$ cat config.mk
export PLATFORM = sky130hd
export DESIGN_NAME = serial_adder_flat
export DESIGN_NICKNAME = d
export VERILOG_FILES = /design/src/rtl/serial_adder_if.sv /design/src/rtl/serial_adder.sv /design/src/flat_wrapper.sv
export SDC_FILE = /design/constraint.sdc
export NUM_CORES = 1
export LEC_CHECK = 0
export ABC_AREA = 1
export BUFFER_PORTS_ARGS = -buffer_cell sky130_fd_sc_hd__buf_2
export CAP_MARGIN = 15
export CORE_ASPECT_RATIO = 1.4
export CORE_UTILIZATION = 41
export CTS_CLUSTER_SIZE = 25
export DETAILED_ROUTE_END_ITERATION = 10
export GPL_TIMING_DRIVEN = 1
export PLACE_DENSITY_LB_ADDON = 0.3
export SLEW_MARGIN = 20
export SYNTH_ARGS = -nofsm -noshare
export SYNTH_HDL_FRONTEND = slang
export SYNTH_SLANG_ARGS = --single-unit
export TNS_END_PERCENT = 30
$ cat constraint.sdc
create_clock -name clk -period 2.8 [get_ports clk]
set_clock_uncertainty 0.15 [all_clocks]
set_input_delay 0.28 -clock clk [delete_from_list [all_inputs] [get_ports clk]]
set_output_delay 0.28 -clock clk [all_outputs]
set_load 0.02 [all_outputs]
$ cat src/rtl/serial_adder_if.sv
// rtl/serial_adder_if.sv - request/result bundle for serial_adder; sub exists only with SUB_MODE_EN
interface serial_adder_if #(
  parameter int WIDTH = 8
);
  logic             start;
  logic [WIDTH-1:0] a;
  logic [WIDTH-1:0] b;
`ifdef SUB_MODE_EN
  logic             sub;
`endif
  logic             busy;
  logic             done;
  logic [WIDTH-1:0] sum;
  logic             carry_out;

  modport master (
    output start, a, b,
`ifdef SUB_MODE_EN
    output sub,
`endif
    input  busy, done, sum, carry_out
  );

  modport slave (
    input  start, a, b,
`ifdef SUB_MODE_EN
    input  sub,
`endif
    output busy, done, sum, carry_out
  );
endinterface

$ cat src/rtl/serial_adder.sv
// rtl/serial_adder.sv - bit-serial WIDTH-bit adder, LSB first; SUB_MODE_EN adds a subtract mode
module serial_adder #(
  parameter int WIDTH = 8
) (
  input  logic         clk,
  input  logic         rst,
  serial_adder_if.slave bus
);

  localparam int             CW   = (WIDTH > 1) ? $clog2(WIDTH) : 1;
  localparam logic [CW-1:0]  LAST = CW'(WIDTH - 1);

  typedef enum logic [1:0] {
    S_IDLE = 2'd0,
    S_RUN  = 2'd1,
    S_DONE = 2'd2
  } state_t;

  state_t           state_q, state_d;
  logic [WIDTH-1:0] a_q, a_d;
  logic [WIDTH-1:0] b_q, b_d;
  logic             c_q, c_d;
  logic [CW-1:0]    count_q, count_d;
  logic [WIDTH-1:0] sum_q, sum_d;
  logic             carry_out_q, carry_out_d;
`ifdef SUB_MODE_EN
  logic             sub_q, sub_d;
`endif

  logic             s;
  logic             c_next;
  logic [WIDTH-1:0] a_shift;

  // Single full-add cell working on the current LSBs and the carry flop
  assign s      = a_q[0] ^ b_q[0] ^ c_q;
  assign c_next = (a_q[0] & b_q[0]) | (c_q & (a_q[0] ^ b_q[0]));

  // The A register doubles as the result register: each sum bit enters at
  // the MSB as the consumed A bit leaves at the LSB, so after WIDTH shifts
  // it holds the complete sum.
  if (WIDTH == 1) begin : g_shift_w1
    assign a_shift = s;
  end else begin : g_shift_wn
    assign a_shift = {s, a_q[WIDTH-1:1]};
  end

  // State and datapath registers with synchronous reset
  always_ff @(posedge clk) begin
    if (rst) begin
      state_q     <= S_IDLE;
      a_q         <= '0;
      b_q         <= '0;
      c_q         <= 1'b0;
      count_q     <= '0;
      sum_q       <= '0;
      carry_out_q <= 1'b0;
`ifdef SUB_MODE_EN
      sub_q       <= 1'b0;
`endif
    end else begin
      state_q     <= state_d;
      a_q         <= a_d;
      b_q         <= b_d;
      c_q         <= c_d;
      count_q     <= count_d;
      sum_q       <= sum_d;
      carry_out_q <= carry_out_d;
`ifdef SUB_MODE_EN
      sub_q       <= sub_d;
`endif
    end
  end

  // Next-state, operand capture, bit-step and result latch
  always_comb begin
    state_d     = state_q;
    a_d         = a_q;
    b_d         = b_q;
    c_d         = c_q;
    count_d     = count_q;
    sum_d       = sum_q;
    carry_out_d = carry_out_q;
`ifdef SUB_MODE_EN
    sub_d       = sub_q;
`endif
    case (state_q)
      S_IDLE: begin
        if (bus.start) begin
          a_d     = bus.a;
          count_d = '0;
          state_d = S_RUN;
`ifdef SUB_MODE_EN
          // a - b computed as a + ~b + 1
          b_d     = bus.sub ? ~bus.b : bus.b;
          c_d     = bus.sub;
          sub_d   = bus.sub;
`else
          b_d     = bus.b;
          c_d     = 1'b0;
`endif
        end
      end
      S_RUN: begin
        a_d     = a_shift;
        b_d     = b_q >> 1;
        c_d     = c_next;
        count_d = count_q + CW'(1);
        if (count_q == LAST) begin
          state_d     = S_DONE;
          sum_d       = a_shift;
`ifdef SUB_MODE_EN
          // In subtract mode the reported bit is the borrow, i.e. ~carry
          carry_out_d = c_next ^ sub_q;
`else
          carry_out_d = c_next;
`endif
        end
      end
      S_DONE: begin
        state_d = S_IDLE;
      end
      default: begin
        state_d = S_IDLE;
      end
    endcase
  end

  assign bus.busy      = (state_q != S_IDLE);
  assign bus.done      = (state_q == S_DONE);
  assign bus.sum       = sum_q;
  assign bus.carry_out = carry_out_q;

endmodule

$ cat src/flat_wrapper.sv
// flat-port wrapper written by rule: the top's interface ports become plain ports
module serial_adder_flat 
#(
  parameter int WIDTH = 8
)
  (clk, rst, bus_start, bus_a, bus_b, bus_busy, bus_done, bus_sum, bus_carry_out);
  serial_adder_if #(.WIDTH(WIDTH)) bus_i ();
  input  logic clk;
  input  logic rst;
  input wire logic [$bits(bus_i.start)-1:0] bus_start;
  input wire logic [$bits(bus_i.a)-1:0] bus_a;
  input wire logic [$bits(bus_i.b)-1:0] bus_b;
  output wire logic [$bits(bus_i.busy)-1:0] bus_busy;
  output wire logic [$bits(bus_i.done)-1:0] bus_done;
  output wire logic [$bits(bus_i.sum)-1:0] bus_sum;
  output wire logic [$bits(bus_i.carry_out)-1:0] bus_carry_out;
  assign bus_i.start = bus_start;
  assign bus_i.a = bus_a;
  assign bus_i.b = bus_b;
  assign bus_busy = bus_i.busy;
  assign bus_done = bus_i.done;
  assign bus_sum = bus_i.sum;
  assign bus_carry_out = bus_i.carry_out;
  serial_adder #(.WIDTH(WIDTH)) u_core (.clk(clk), .rst(rst), .bus(bus_i));
endmodule
==> results.sh, run 1 <==
export IMPL_status="complete, no violations"
export IMPL_firstDrtPassIters=4
export IMPL_mostFrequentLayoutCell="nand2_1"
export IMPL_grtUsageMet1=0.209
export IMPL_grt_pass1_wl_um=5360
export IMPL_r2r_start="u_core.count_q[0]"
export IMPL_row_count=25
export IMPL_numCtsBuffers=5
export IMPL_total_leakage_power_nw=0.955
export IMPL_initial_core_util=0.430
export IMPL_power_density_mw_per_mm2=610
export IMPL_netlist_instances=221
export IMPL_required_ns=2.37
export IMPL_gr_usage_met2=0.326
export IMPL_post_cts_setup_buffers=0
export IMPL_multiInputGateArea_um2=642
export IMPL_relSlewSlack=0.523
export IMPL_via_count=1321
export IMPL_overflow=0
export IMPL_synth_cell_area_mm2=0.00147
export IMPL_yosys_warnings=0
export IMPL_core_area_mm2=0.00341
export IMPL_grt_max_degree=27
export IMPL_htree_levels=2
export IMPL_place_gp_congestion=0.705
export IMPL_port_buffers=29
export IMPL_postCtsHoldBufs=0
export IMPL_wl_per_cell_um=10.2
export IMPL_drive_gt1_frac=0.170
export IMPL_cts_resized=0
export IMPL_cts_tree="done"
export IMPL_dp_hpwl_um=2090
export IMPL_rrSetupSlack_ns=1.04
export IMPL_die_h_um=72.8
export IMPL_die_area_mm2=0.00382
export IMPL_reg2reg_depth=7
export IMPL_layout_common_cells="nand2_1 (69), nor2_1 (41), inv_1 (35)"
export IMPL_die_x_um=52.5
export IMPL_drv_cap=0
export IMPL_dp_slack_ns=1.04
export IMPL_clk_path_buf_depth=2
export IMPL_min_period_ns=1.83
export IMPL_root_buffer="clkbuf_8"
export IMPL_syn_to_final_growth_pct=18.2
export IMPL_path_class="reg -> out"
export IMPL_hold_class="in -> reg"
export IMPL_avgSynthCellArea_um2=6.64
export IMPL_hold_viol=0
export IMPL_fmax_ghz=0.548
export IMPL_vias_per_cell=4.51
export IMPL_irDropWorstVdd_v=0.000406
export IMPL_netlist_top_cell_by_area="dfxtp_1"
export IMPL_drtIter0Drc=33
export IMPL_cp_end_kind="output pin"
export IMPL_drcViolationCount=0
export IMPL_layout_nets=274
export IMPL_arrival_ns=1.40
export IMPL_worstMarginPinSlew_ns=0.714
export IMPL_busiest_layer="met2"
export IMPL_finalSetupTns_ns=0
export IMPL_fillers=370
export IMPL_setup_slack_ns=0.974
export IMPL_setup_worst_path_start="u_core.state_q[0]"
export IMPL_yosysSeqAreaShare=0.423
export IMPL_setup_violations=0
export IMPL_rsz0062_at_grt="no"
export IMPL_r2r_end="u_core.bus.sum[7]"
export IMPL_cts_sinks=31
export IMPL_ys_top_cells_by_area="dfxtp_1 (42%), nand2_1 (18%), nor2_1 (10%), inv_1 (9.0%), a21oi_1 (5.8%)"
export IMPL_maxSlewViolCount=0
export IMPL_boundaryPins=30
export IMPL_synth_top_area_frac=0.423
export IMPL_layout_area_seq_um2=621
export IMPL_routed_wl_um=3000
export IMPL_crit_fanout=11
export IMPL_met3_usage=0.0542
export IMPL_yosys_register_bits=31
export IMPL_clk_latency_ns=0.28
export IMPL_fin_crit_sh=0.652
export IMPL_diodes=0
export IMPL_grt_pass1_vias=1280
export IMPL_synth_distinct_cells=16
export IMPL_grtUsageTotal=0.190
export IMPL_syn_nets=243
export IMPL_crit_path_end="bus_busy"
export IMPL_start_kind="register"
export IMPL_ant_nets=0
export IMPL_antenna_found_initial=0
export IMPL_clk_pin_slew_ns=0.07
metrics by stage:
step | hold WS, ns | cells | utilization | power [W] | area (µm²)
CTS | 0.0934 | 293 | 0.508 | 0.00107 | 1730
global placement | 0.300 | 285 | 0.474 | 0.000613 | 1620
finish | 0.0870 | 293 | 0.508 | 0.00106 | 1730
detailed placement | 0.304 | 285 | 0.474 | 0.000615 | 1620
global route | 0.0927 | 293 | 0.508 | 0.00111 | 1730
floorplan | 0.199 | 221 | - | 0.000585 | 1470
sequential cells by signal, indices dropped and copies added, names as in the netlist:
name / count
u_core.b_q: 8
u_core.bus.carry_out: 1
u_core.count_q: 3
u_core.state_q: 2
u_core.a_q: 8
u_core.bus.sum: 8
u_core.c_q: 1
cells by family after synthesis:
| kind of cell | count (synthesis) | synth area share |
|---|---|---|
| and+or+nand+nor | 115 | 0.304 |
| DFF | 31 | 0.423 |
| buffers and inverters | 44 | 0.139 |
| adders and majority gates | 3 | 0.0307 |
| AOI/OAI and AO/OA | 28 | 0.103 |
worst min-delay path by stage:
stage	startpoint	endpoint	slack, ns	cells past startpoint
after floorplan	rst	u_core.b_q[7]	0.20	1
after global placement	u_core.b_q[7]	u_core.b_q[7]	0.30	2
after detailed placement	u_core.b_q[7]	u_core.b_q[7]	0.30	2
after CTS	rst	u_core.b_q[7]	0.09	2
after global routing	rst	u_core.count_q[1]	0.09	2
final	rst	u_core.b_q[7]	0.09	2
metal layers:
| layer | vias to the layer above | routed length [µm] |
|---|---|---|
| li1 | 718 | - |
| met1 | 570 | 1380 |
| met2 | 27 | 1410 |
| met3 | 6 | 143 |
| met4 | 0 | 65 |
| met5 | - | 0 |
synthesized netlist by cell type, drive strengths merged:
| library cell | count |
|---|---|
| ha | 2 |
| nor2 | 42 |
| nand2 | 70 |
| o21ai | 11 |
| clkinv | 1 |
| a21oi | 17 |
| dfxtp | 31 |
| fa | 1 |
| inv | 35 |
| buf | 6 |
| nand3 | 3 |
| clkbuf | 2 |
worst max-delay path, stage by stage (launching register included):
cell     delay, ns
dfxtp_1       0.56
buf_4         0.27
nor2_1        0.08
inv_1         0.05
buf_2         0.15
power by group:
part           total, W  internal, W  switching, W
Clock          0.000454     0.000288      0.000166
Combinational  0.000123    0.0000493     0.0000737
Sequential     0.000480     0.000465     0.0000150
cell type report:
type | instances | share of cell area
Multi-Input combinational cell | 146 | 0.370
Timing Repair Buffer | 32 | 0.0968
Clock inverter | 2 | 0.0202
Sequential cell | 31 | 0.358
Tap cell | 40 | 0.0289
Inverter | 36 | 0.0780
Clock buffer | 6 | 0.0477
No activity file was read; power rests on OpenSTA's default activity.
==> inputs of run 2 (changes only) <==
--- a/config.mk
+++ b/config.mk
@@ -5,7 +5,7 @@
 export SDC_FILE = /design/constraint.sdc
 export NUM_CORES = 1
 export LEC_CHECK = 0
-export ABC_AREA = 1
+export ABC_AREA = 0
 export BUFFER_PORTS_ARGS = -buffer_cell sky130_fd_sc_hd__buf_2
 export CAP_MARGIN = 15
 export CORE_ASPECT_RATIO = 1.4
==> constraint.sdc (replaced) <==
create_clock -name clk -period 1.6 [get_ports clk]
set_clock_uncertainty 0.15 [all_clocks]
set_input_delay 0.16 -clock clk [delete_from_list [all_inputs] [get_ports clk]]
set_output_delay 0.16 -clock clk [all_outputs]
set_load 0.02 [all_outputs]
==> run 2 against run 1 <==
  * Final cell count is 22% lower
  * Hold slack worse by 0.035 ns
  * Cell area is 4.1% higher
  * Largest power group unchanged
  * Total power is 79% higher
  * Combinational power is 85% higher
  * Utilization is 2.1 points higher
  * First-iteration DRC count is 6.1% lower
==> results.sh, run 2 <==
export IMPL_status="complete, no violations"
export IMPL_fillers=319
export IMPL_fin_crit_sh=0.960
export IMPL_htree_levels=2
export IMPL_synth_distinct_cells=27
export IMPL_vias_per_cell=5.28
export IMPL_clk_latency_ns=0.28
export IMPL_yosysSeqAreaShare=0.422
export IMPL_final_util=0.529
export IMPL_cpMaxStageDelayCell="or3_4"
export IMPL_cts_sinks=31
export IMPL_relSlewSlack=0.790
export IMPL_grtUsageTotal=0.183
export IMPL_drv_cap=0
export IMPL_netlist_instances=155
export IMPL_avgSynthCellArea_um2=9.48
export IMPL_ys_top_cells_by_area="dfxtp_1 (42%), a221oi_2 (10%), nor3b_1 (6.6%), nor2b_1 (6.4%), nand2b_1 (5.5%)"
export IMPL_port_buffers=29
export IMPL_grt_pass1_vias=1173
export IMPL_routed_wl_um=3160
export IMPL_drive_gt1_frac=0.328
export IMPL_via_count=1208
export IMPL_netlist_top_cell_by_area="dfxtp_1"
export IMPL_fmax_ghz=0.651
export IMPL_path_cells="buf_4, or3_4, a221oi_1"
export IMPL_syn_to_final_growth_pct=22.8
export IMPL_cp_buffers_inverters=1
export IMPL_async_reset_ff_frac=0
export IMPL_finalPower_w=0.00189
export IMPL_cts_tree="done"
export IMPL_synth_flop_cell="dfxtp_1"
export IMPL_setup_slack_ns=0.0648
export IMPL_die_x_um=52.6
export IMPL_placed_cell_area_mm2=0.00166
export IMPL_drtIter0Drc=31
export IMPL_finalSetupTns_ns=0
export IMPL_antenna_found_initial=0
export IMPL_root_buffer="clkbuf_8"
export IMPL_layout_common_cells="buf_2 (29), dfxtp_1 (29), nand2_1 (19)"
export IMPL_numCtsBuffers=5
export IMPL_grt_pass1_wl_um=5120
export IMPL_synth_top_area_frac=0.422
export IMPL_yosys_warnings=0
export IMPL_min_period_ns=1.54
export IMPL_layout_nets=210
export IMPL_crit_fanout=13
export IMPL_start_kind="register"
export IMPL_path_class="reg -> reg"
export IMPL_drcViolationCount=0
export IMPL_synth_most_common_cell="dfxtp_1"
export IMPL_dp_slack_ns=0.0520
export IMPL_setup_violations=0
export IMPL_wl_per_cell_um=13.8
export IMPL_row_count=25
export IMPL_arrival_ns=1.57
export IMPL_firstDrtPassIters=4
export IMPL_rsz0062_at_grt="yes"
export IMPL_crit_family="simple AND/OR/NAND/NOR gates"
export IMPL_place_gp_congestion=0.789
export IMPL_initial_core_util=0.431
export IMPL_hold_class="in -> reg"
export IMPL_die_h_um=72.8
export IMPL_syn_nets=177
export IMPL_core_area_mm2=0.00341
export IMPL_ant_nets=0
export IMPL_grt_max_degree=32
export IMPL_irDropWorstVdd_v=0.000504
export IMPL_cp_end_kind="register"
export IMPL_worstMarginPinSlew_ns=0.315
export IMPL_synth_edf_count=0
export IMPL_synth_common_cells="dfxtp_1 (31), nand2_1 (19), nor2b_1 (15), nand2b_1 (13), nor3b_1 (13)"
export IMPL_postCtsHoldBufs=0
export IMPL_diodes=0
export IMPL_total_leakage_power_nw=0.718
export IMPL_synth_cell_area_mm2=0.00147
export IMPL_maxSlewViolCount=0
export IMPL_overflow=0
export IMPL_power_density_mw_per_mm2=1050
export IMPL_hold_viol=0
export IMPL_final_area_mm2=0.00180
export IMPL_clk_path_buf_depth=2
export IMPL_clk_pin_slew_ns=0.07
export IMPL_dp_hpwl_um=2210
export IMPL_critPathMaxStageDelay_ns=0.49
export IMPL_yosys_register_bits=31
export IMPL_boundaryPins=30
export IMPL_die_area_mm2=0.00383
export IMPL_required_ns=1.64
## run 2: logic make-up after synthesis
kind of cell,after synthesis,share of synthesized area
and+or+nand+nor,73,0.281
buffers and inverters,13,0.0409
adders and majority gates,3,0.0307
muxes,4,0.0273
AOI/OAI and AO/OA,31,0.198
DFF,31,0.422
## run 2: worst min-delay path, stage by stage
cell and delay [ns]:
buf_2 0.08, a32oi_1 0.08, a21oi_1 0.13
## run 2: routing by layer
layer | track usage | wire length [µm] | vias to the layer above
li1 | - | - | 610
met4 | 0.0994 | 68 | 0
met5 | 0 | 0 | -
met2 | 0.300 | 1530 | 28
met3 | 0.0500 | 121 | 7
met1 | 0.212 | 1430 | 563
## run 2: repair_timing
| item | in CTS | in global routing |
|---|---|---|
| buffers inserted | 0 | 1 |
| hold endpoints to repair | 0 | 0 |
| endpoints found under the setup margin | 1 | 14 |
| pin swaps | 0 | 2 |
| gates resized for setup | 3 | 3 |
## run 2: final cells by class
class | count | area (µm²) | area share
Tap cell | 40 | 50.0 | 0.0277
Multi-Input combinational cell | 111 | 797 | 0.442
Clock inverter | 2 | 35.0 | 0.0194
Sequential cell | 31 | 623 | 0.345
Timing Repair Buffer | 37 | 209 | 0.116
Inverter | 2 | 7.51 | 0.00416
Clock buffer | 6 | 82.6 | 0.0458
## run 2: stage by stage
step | hold slack, ns | cells
3_5_place_dp | 0.297 | 220
4_1_cts | 0.0526 | 228
2_1_floorplan | 0.204 | 155
6_report | 0.0517 | 229
5_1_grt | 0.0795 | 229
3_3_place_gp | 0.292 | 220
## run 2: path summary, 6_finish.rpt
check | startpoint | end | slack, ns | depth (start not counted)
worst max register to register | u_core.state_q[1] | u_core.a_q[1] | 0.06 | 3
worst min register to register | u_core.bus.sum[4] | u_core.bus.sum[4] | 0.31 | 2
worst max-delay path | u_core.state_q[1] | u_core.a_q[1] | 0.06 | 3
worst min-delay path | bus_b[7] | u_core.b_q[7] | 0.05 | 3
## run 2: power by group
group          total, W  internal [W]  switching [W]
logic          0.000228      0.000115       0.000113
clock network  0.000801      0.000503       0.000297
registers      0.000862      0.000823      0.0000391
